===== src/rtl/spi_rx_packer.sv =====
// spi_rx_packer: SPI master receive engine with an integrated packet FIFO.
// A start pulse opens one chip-select window. Within it one command word is
// shifted out on MOSI and WORDS words are captured from MISO. The assembled
// packet is then pushed into a FIFO_DEPTH-entry buffer that the host drains
// one packet per read_req. All four CPOL/CPHA modes are supported.
// Optional build macro: SPI_RX_LSB_FIRST_EN selects LSB-first words on both
// MOSI and MISO. When it is undefined, words are MSB first.
module spi_rx_packer #(
  parameter int DATA_W     = 8,
  parameter int WORDS      = 15,
  parameter int CLK_DIV    = 4,
  parameter int FIFO_DEPTH = 4
) (
  input  logic                      m_clk,
  input  logic                      n_reset,
  input  logic                      start,
  input  logic                      cpol,
  input  logic                      cpha,
  input  logic [DATA_W-1:0]         cmd,
  output logic                      spi_clk,
  output logic                      spi_cs,
  output logic                      spi_mosi_out,
  input  logic                      spi_miso_in,
  output logic                      busy,
  input  logic                      read_req,
  output logic [DATA_W*WORDS-1:0]   data_out,
  output logic                      data_valid,
  output logic                      fifo_empty,
  output logic                      fifo_full,
  output logic                      overflow
);

  localparam int PKT_W = DATA_W * WORDS;
  localparam int EDGES = 2 * PKT_W;
  localparam int EW    = $clog2(EDGES + 1);
  localparam int DW    = $clog2(CLK_DIV);
  localparam int BW    = $clog2(DATA_W);
  localparam int AW    = $clog2(FIFO_DEPTH);

  localparam logic [DW-1:0] DIV_LD   = DW'(CLK_DIV - 1);
  localparam logic [EW-1:0] EDGE_END = EW'(EDGES);
  localparam logic [BW-1:0] BIT_END  = BW'(DATA_W - 1);

  localparam logic [2:0] S_IDLE  = 3'd0;
  localparam logic [2:0] S_LEAD  = 3'd1;
  localparam logic [2:0] S_SHIFT = 3'd2;
  localparam logic [2:0] S_TRAIL = 3'd3;
  localparam logic [2:0] S_PUSH  = 3'd4;

  // Returns the next bit to drive from the transmit shift register.
  function automatic logic f_tx_bit(input logic [DATA_W-1:0] v);
`ifdef SPI_RX_LSB_FIRST_EN
    return v[0];
`else
    return v[DATA_W-1];
`endif
  endfunction

  // Advances the transmit register by one bit. It fills with zeros, so MOSI
  // reads 0 once the command word has been sent.
  function automatic logic [DATA_W-1:0] f_tx_shift(input logic [DATA_W-1:0] v);
`ifdef SPI_RX_LSB_FIRST_EN
    return v >> 1;
`else
    return v << 1;
`endif
  endfunction

  // Shifts one received bit into a word. In both orders the first bit
  // received ends in its proper position after DATA_W shifts.
  function automatic logic [DATA_W-1:0] f_rx_shift(input logic [DATA_W-1:0] w,
                                                   input logic b);
`ifdef SPI_RX_LSB_FIRST_EN
    return {b, w[DATA_W-1:1]};
`else
    return {w[DATA_W-2:0], b};
`endif
  endfunction

  // Control state
  logic [2:0]        r_state;
  logic [DW-1:0]     r_div;
  logic [EW-1:0]     r_edge;
  logic [BW-1:0]     r_bit;
  logic              r_cs;
  logic              r_clk;
  logic              r_busy;
  logic              r_cpol;
  logic              r_cpha;
  logic              r_mosi;

  // Datapath registers (no reset needed: always loaded before use)
  logic [DATA_W-1:0] r_tx;
  logic [DATA_W-1:0] r_word;
  logic [PKT_W-1:0]  r_pkt;

  // FIFO
  logic [PKT_W-1:0]  r_mem [FIFO_DEPTH];
  logic [AW:0]       r_wr_ptr;
  logic [AW:0]       r_rd_ptr;
  logic              r_empty;
  logic              r_full;
  logic              r_ovf;
  logic [PKT_W-1:0]  r_dout;
  logic              r_dvalid;

  // Edge and FIFO decode
  logic              w_fire;
  logic [EW-1:0]     w_edge_num;
  logic              w_leading;
  logic              w_sample;
  logic              w_tx_upd;
  logic [DATA_W-1:0] w_word_nxt;
  logic              w_word_done;
  logic              w_push_req;
  logic              w_pop;
  logic              w_push;
  logic [AW:0]       w_wr_nxt;
  logic [AW:0]       w_rd_nxt;

  // Decode which SPI edge (if any) this cycle produces and what it does.
  // The first edge is produced on the LEAD-to-SHIFT transition.
  always_comb begin
    w_fire     = 1'b0;
    w_edge_num = r_edge + EW'(1);
    if (r_state == S_LEAD) begin
      w_edge_num = EW'(1);
      w_fire     = (r_div == '0);
    end else if (r_state == S_SHIFT) begin
      w_fire     = (r_div == '0) && (r_edge != EDGE_END);
    end
    w_leading   = w_edge_num[0];
    // cpha=0 samples on leading edges and shifts MOSI on trailing edges.
    // cpha=1 does the opposite.
    w_sample    = w_fire && (w_leading ^ r_cpha);
    w_tx_upd    = w_fire && !(w_leading ^ r_cpha);
    w_word_nxt  = f_rx_shift(r_word, spi_miso_in);
    w_word_done = (r_bit == BIT_END);
  end

  // FIFO pointer arithmetic. A pop is taken first, so a push into a full
  // FIFO succeeds when a read happens in the same cycle.
  always_comb begin
    w_push_req = (r_state == S_PUSH);
    w_pop      = read_req && !r_empty;
    w_push     = w_push_req && (!r_full || w_pop);
    w_wr_nxt   = r_wr_ptr + {{AW{1'b0}}, w_push};
    w_rd_nxt   = r_rd_ptr + {{AW{1'b0}}, w_pop};
  end

  // Transfer sequencing: chip select, SPI clock, MOSI and bit counting.
  always_ff @(posedge m_clk or negedge n_reset) begin
    if (!n_reset) begin
      r_state <= S_IDLE;
      r_div   <= '0;
      r_edge  <= '0;
      r_bit   <= '0;
      r_cs    <= 1'b1;
      r_clk   <= 1'b0;
      r_busy  <= 1'b0;
      r_cpol  <= 1'b0;
      r_cpha  <= 1'b0;
      r_mosi  <= 1'b0;
    end else begin
      case (r_state)
        S_IDLE: begin
          if (start) begin
            r_state <= S_LEAD;
            r_div   <= DIV_LD;
            r_edge  <= '0;
            r_bit   <= '0;
            r_cs    <= 1'b0;
            r_busy  <= 1'b1;
            r_cpol  <= cpol;
            r_cpha  <= cpha;
            r_clk   <= cpol;
            // In cpha=0 the first bit must be valid before the first edge.
            r_mosi  <= cpha ? 1'b0 : f_tx_bit(cmd);
          end
        end
        S_LEAD: begin
          if (r_div == '0) begin
            r_state <= S_SHIFT;
            r_div   <= DIV_LD;
            r_clk   <= ~r_clk;
            r_edge  <= EW'(1);
          end else begin
            r_div   <= r_div - DW'(1);
          end
        end
        S_SHIFT: begin
          if (r_div == '0) begin
            r_div <= DIV_LD;
            if (r_edge == EDGE_END) begin
              // The last half-period has elapsed. SPI clock is back at CPOL.
              r_state <= S_TRAIL;
              r_mosi  <= 1'b0;
            end else begin
              r_clk  <= ~r_clk;
              r_edge <= w_edge_num;
            end
          end else begin
            r_div <= r_div - DW'(1);
          end
        end
        S_TRAIL: begin
          if (r_div == '0) begin
            r_state <= S_PUSH;
            r_cs    <= 1'b1;
          end else begin
            r_div   <= r_div - DW'(1);
          end
        end
        S_PUSH: begin
          r_state <= S_IDLE;
          r_busy  <= 1'b0;
        end
        default: begin
          r_state <= S_IDLE;
          r_cs    <= 1'b1;
          r_busy  <= 1'b0;
          r_mosi  <= 1'b0;
        end
      endcase
      if (w_tx_upd) begin
        r_mosi <= f_tx_bit(r_tx);
      end
      if (w_sample) begin
        r_bit <= w_word_done ? '0 : r_bit + BW'(1);
      end
    end
  end

  // Shift registers: command out, received word in, completed words into the
  // packet so that word 0 ends in the most significant slot.
  always_ff @(posedge m_clk) begin
    if (r_state == S_IDLE && start) begin
      r_tx <= cpha ? cmd : f_tx_shift(cmd);
    end else if (w_tx_upd) begin
      r_tx <= f_tx_shift(r_tx);
    end
    if (w_sample) begin
      r_word <= w_word_nxt;
      if (w_word_done) begin
        r_pkt <= (r_pkt << DATA_W) | PKT_W'(w_word_nxt);
      end
    end
  end

  // Packet storage. Contents are only meaningful through the pointers.
  always_ff @(posedge m_clk) begin
    if (w_push) begin
      r_mem[r_wr_ptr[AW-1:0]] <= r_pkt;
    end
  end

  // FIFO pointers, status flags, sticky overflow and the host read port.
  always_ff @(posedge m_clk or negedge n_reset) begin
    if (!n_reset) begin
      r_wr_ptr <= '0;
      r_rd_ptr <= '0;
      r_empty  <= 1'b1;
      r_full   <= 1'b0;
      r_ovf    <= 1'b0;
      r_dout   <= '0;
      r_dvalid <= 1'b0;
    end else begin
      r_wr_ptr <= w_wr_nxt;
      r_rd_ptr <= w_rd_nxt;
      r_empty  <= (w_wr_nxt == w_rd_nxt);
      r_full   <= (w_wr_nxt == {~w_rd_nxt[AW], w_rd_nxt[AW-1:0]});
      r_dvalid <= w_pop;
      if (w_pop) begin
        r_dout <= r_mem[r_rd_ptr[AW-1:0]];
      end
      if (w_push_req && !w_push) begin
        r_ovf <= 1'b1;
      end
    end
  end

  assign spi_clk      = r_clk;
  assign spi_cs       = r_cs;
  assign spi_mosi_out = r_mosi;
  assign busy         = r_busy;
  assign data_out     = r_dout;
  assign data_valid   = r_dvalid;
  assign fifo_empty   = r_empty;
  assign fifo_full    = r_full;
  assign overflow     = r_ovf;

endmodule


===== config.mk =====
export PLATFORM = sky130hd
export DESIGN_NAME = spi_rx_packer
export DESIGN_NICKNAME = d
export VERILOG_FILES = /design/src/rtl/spi_rx_packer.sv
export SDC_FILE = /design/constraint.sdc
export NUM_CORES = 1
export LEC_CHECK = 0
export BUFFER_PORTS_ARGS = -buffer_cell sky130_fd_sc_hd__buf_2
export CORE_ASPECT_RATIO = 0.6
export CORE_UTILIZATION = 35
export CTS_BUF_LIST = sky130_fd_sc_hd__clkbuf_16
export DETAILED_ROUTE_END_ITERATION = 7
export GPL_TIMING_DRIVEN = 1
export MAX_ROUTING_LAYER = met4
export SYNTH_ARGS = -nofsm -noshare
export SYNTH_HDL_FRONTEND = slang
export SYNTH_SLANG_ARGS = --single-unit

===== constraint.sdc =====
create_clock -name m_clk -period 11.05 [get_ports m_clk]
set_input_delay 0.5525 -clock m_clk [delete_from_list [all_inputs] [get_ports m_clk]]
set_output_delay 0.5525 -clock m_clk [all_outputs]
set_load 0.005 [all_outputs]

==> summary.md <==
| Metric | Value |
|---|---|
| Post-CTS sizing | 0 |
| Final min period | 3.625 ns |
| Mapped Cells | 1,462 |
| Rows | 79 |
| Clk buf depth | 3 |
| Number of DRC markers in iteration 0 | 1,250 |
| Inserted Clock Buffers | 73 |
| Largest net degree at the start of global routing | 121 |
| PD cells | 227.7 nW/um2 |
| Critical R2R Launch | r_edge[0] |
| Flop-to-flop setup slack | 7.43 ns |
| Final Cycle Share | 32.80% |
| Nets | 1,656 |
| Total track usage | 14.88% |
| Pins over their slew limit | 0 |
| # setup viols final | 0 |
| Root Buffer | clkbuf_16 |
| Drc violations | 0 |
| Crit-path max FO | 71 |
| Worst-Skew Late Latency | 0.61 ns |
| Vias in the first global route | 13,568 |
| HPWL after DPL | 32,490 um |
| Slew margin rel. | 11.58% |
| Critical path capture point type | flop |
| Die ar. | 80,210 um2 |
| # fillers | 6,962 |
| DR vias/cell | 4.821 |
| Worst setup SP type | flop |
| Post-synth EDFFs | 615 |
| Worst vdd ir | 0.1064 mV |
| RSZ-0062 raised after global routing | false |
| Crit path kind | flop to flop |
| Worst Skew | 0.02010 ns |
| Fmax | 275.9 MHz |
| Die Y | 219.8 um |
| Initial antenna violation count | 1 |
| DRT Pass-1 Iters | 4 |
| CP required | 11.28 ns |
| Wire per inst | 20.73 um |
| RR Endpoint | r_pkt[83] |
| # hold bufs at CTS | 0 |
| Ys Warns | 0 |
| CTS Sinks | 766 |
| Clk slew on worst S/H paths | 0.07 ns |
| Status | finished clean |
| Sequential share of the synthesized area | 80.42% |
| Leakage | 11.60 nW |
| Setup TNS | 0 ns |
| Layout cell share with drive strength beyond 1 | 23.65% |
| Post-CTS setup buffer count | 0 |
| Timing startpoint of the critical path | r_edge[0] |
| Total gr overflow | 0 |
| P&R area growth vs syn | 15.39% |
| Crit path DAT | 3.85 ns |
| Hold/Removal Path Class | input pin to async pin |
| Synth unique cells | 55 |
| Global-route wire length before repair | 86,430 um |
| Via count | 13,213 |
| Starting Density | 35.52% |
| Worst Hold Slack | 0.01237 ns |
| Synthesized area per cell | 18.92 um2 |
| H-tree Lvls | 3 |
| FF+latch count, synth | 766 |
| Final ANT Viol Nets | 0 |
| Die W | 365.0 um |
| # Max-Cap Violations | 0 |
| Port Buffers | 142 |
| Syn nets | 1,486 |
| Placer Congestion | 0.7642 |
| Post-Route WL | 56,810 um |
| Path depth of the worst reg2reg path | 8 |
| CTS tree | yes |
| Core ar. | 77,890 um2 |
| Predominant post-synthesis flop cell | edfxtp_1 |
| Post-synth ARST share | 19.71% |
| Actual slew at the worst max-slew pin | 1.323 ns |
| I/O pin count | 143 |
| Netlist Area Pre-Place | 27,670 um2 |
| Hold Fails Final Rpt | 0 |
## sequential cells by signal, indices dropped and copies added, names as in the netlist, 7 cells and up
| signal | count |
|---|---|
| r_tx | 8 |
| r_pkt | 120 |
| data_out | 120 |
| r_edge | 8 |
| r_mem | 480 |
| r_word | 7 |
## cell type report
| cell class | instances | area, um2 | share of cell area [%] |
|---|---|---|---|
| antenna | 1 | 2.502 | 0.007838 |
| clock buffer | 73 | 1827 | 5.722 |
| clock inverter | 57 | 483.0 | 1.513 |
| inverter | 15 | 58.81 | 0.1842 |
| multi-input combinational | 617 | 5121 | 16.04 |
| sequential | 766 | 22260 | 69.71 |
| tap | 1053 | 1318 | 4.127 |
| timing repair buffer | 159 | 859.6 | 2.692 |
## stage by stage
stage                     cell area [um2]  instances  utilization [%]  setup WS (ns)  total power [mW]
after global placement              29610       2610            38.02          7.201             4.949
final                               31930       2741            40.99          7.425             7.269
after detailed placement            29610       2610            38.02          7.237             4.953
after global routing                31920       2740            40.99          7.186             7.641
after floorplan                     27670       1462                -         0.4876             4.357
after CTS                           31920       2740            40.99          7.401             7.408
## routing by layer
| metal | vias to the layer above | track usage [%] | part of all wire, % | routed length, um |
|---|---|---|---|---|
| met5 | - | - | 0 | 0 |
| met4 | 0 | 2.999 | 1.4 | 780 |
| met3 | 74 | 3.179 | 5.5 | 3111 |
| met2 | 316 | 20.99 | 44 | 25110 |
| met1 | 6963 | 22.15 | 49 | 27810 |
| li1 | 5860 | - | - | - |
## synthesized netlist by cell type, types with 6 or more instances
cell type | n | area (um2)
mux4_2 | 120 | 2703
ha_1 | 9 | 112.6
buf_1 | 6 | 22.52
buf_2 | 18 | 90.09
edfxtp_1 | 615 | 18470
nand2_1 | 367 | 1378
a31oi_1 | 6 | 37.54
mux2i_1 | 10 | 100.1
dfrtp_1 | 149 | 3729
clkbuf_1 | 38 | 142.6
nor2_1 | 18 | 67.56
inv_1 | 15 | 56.30
a21oi_1 | 12 | 60.06
## cells by family after synthesis
kind of cell | after synthesis | share of synthesized area (%)
flip-flops | 766 | 80.42
AND/OR/NAND/NOR | 423 | 6.255
multiplexers | 135 | 10.35
buffers and inverters | 79 | 1.207
AO/OA/AOI/OAI | 43 | 1.144
adder cells (fa/ha/maj) | 9 | 0.4070
XOR/XNOR | 7 | 0.2216
## report_power, final
group	leakage, nW	switching (mW)	total [mW]	internal, mW
Combinational	3.03	0.667	1.31	0.643
Sequential	7.38	0.211	3.52	3.31
Clock	1.19	1.06	2.44	1.37
Total	11.6	1.94	7.27	5.33
## worst max-delay path, stage by stage, from the launching register on
cell and delay [ns]:
dfrtp_1 0.47, inv_1 0.08, ha_1 0.25, and4bb_1 0.25
a2111oi_4 0.37, o21ai_2 0.18, nor2_4 0.11, buf_4 0.56
buf_4 0.88
## worst max-delay path by stage
stage | end | slack [ns] | depth (start not counted)
after global routing | r_pkt[9] | 7.19 | 8
after floorplan | r_mem[1][0] | 0.49 | 5
final | r_pkt[83] | 7.43 | 8
after global placement | r_mem[1][113] | 7.20 | 7
after detailed placement | r_mem[1][118] | 7.24 | 7
after CTS | r_pkt[9] | 7.40 | 8
## cell usage in the layout, fill, tap and decap left out, types with 11 or more instances in the layout
master / synthesis / routed
dfrtp_1: 149 / 147
clkinv_1: 0 / 11
buf_4: 0 / 16
mux4_2: 120 / 120
nand2_1: 367 / 367
clkbuf_16: 0 / 73
clkinv_2: 0 / 11
nor2_1: 18 / 16
edfxtp_1: 615 / 615
inv_1: 15 / 32
a21oi_1: 12 / 12
buf_2: 18 / 141
(Power assumes the default switching activity.)
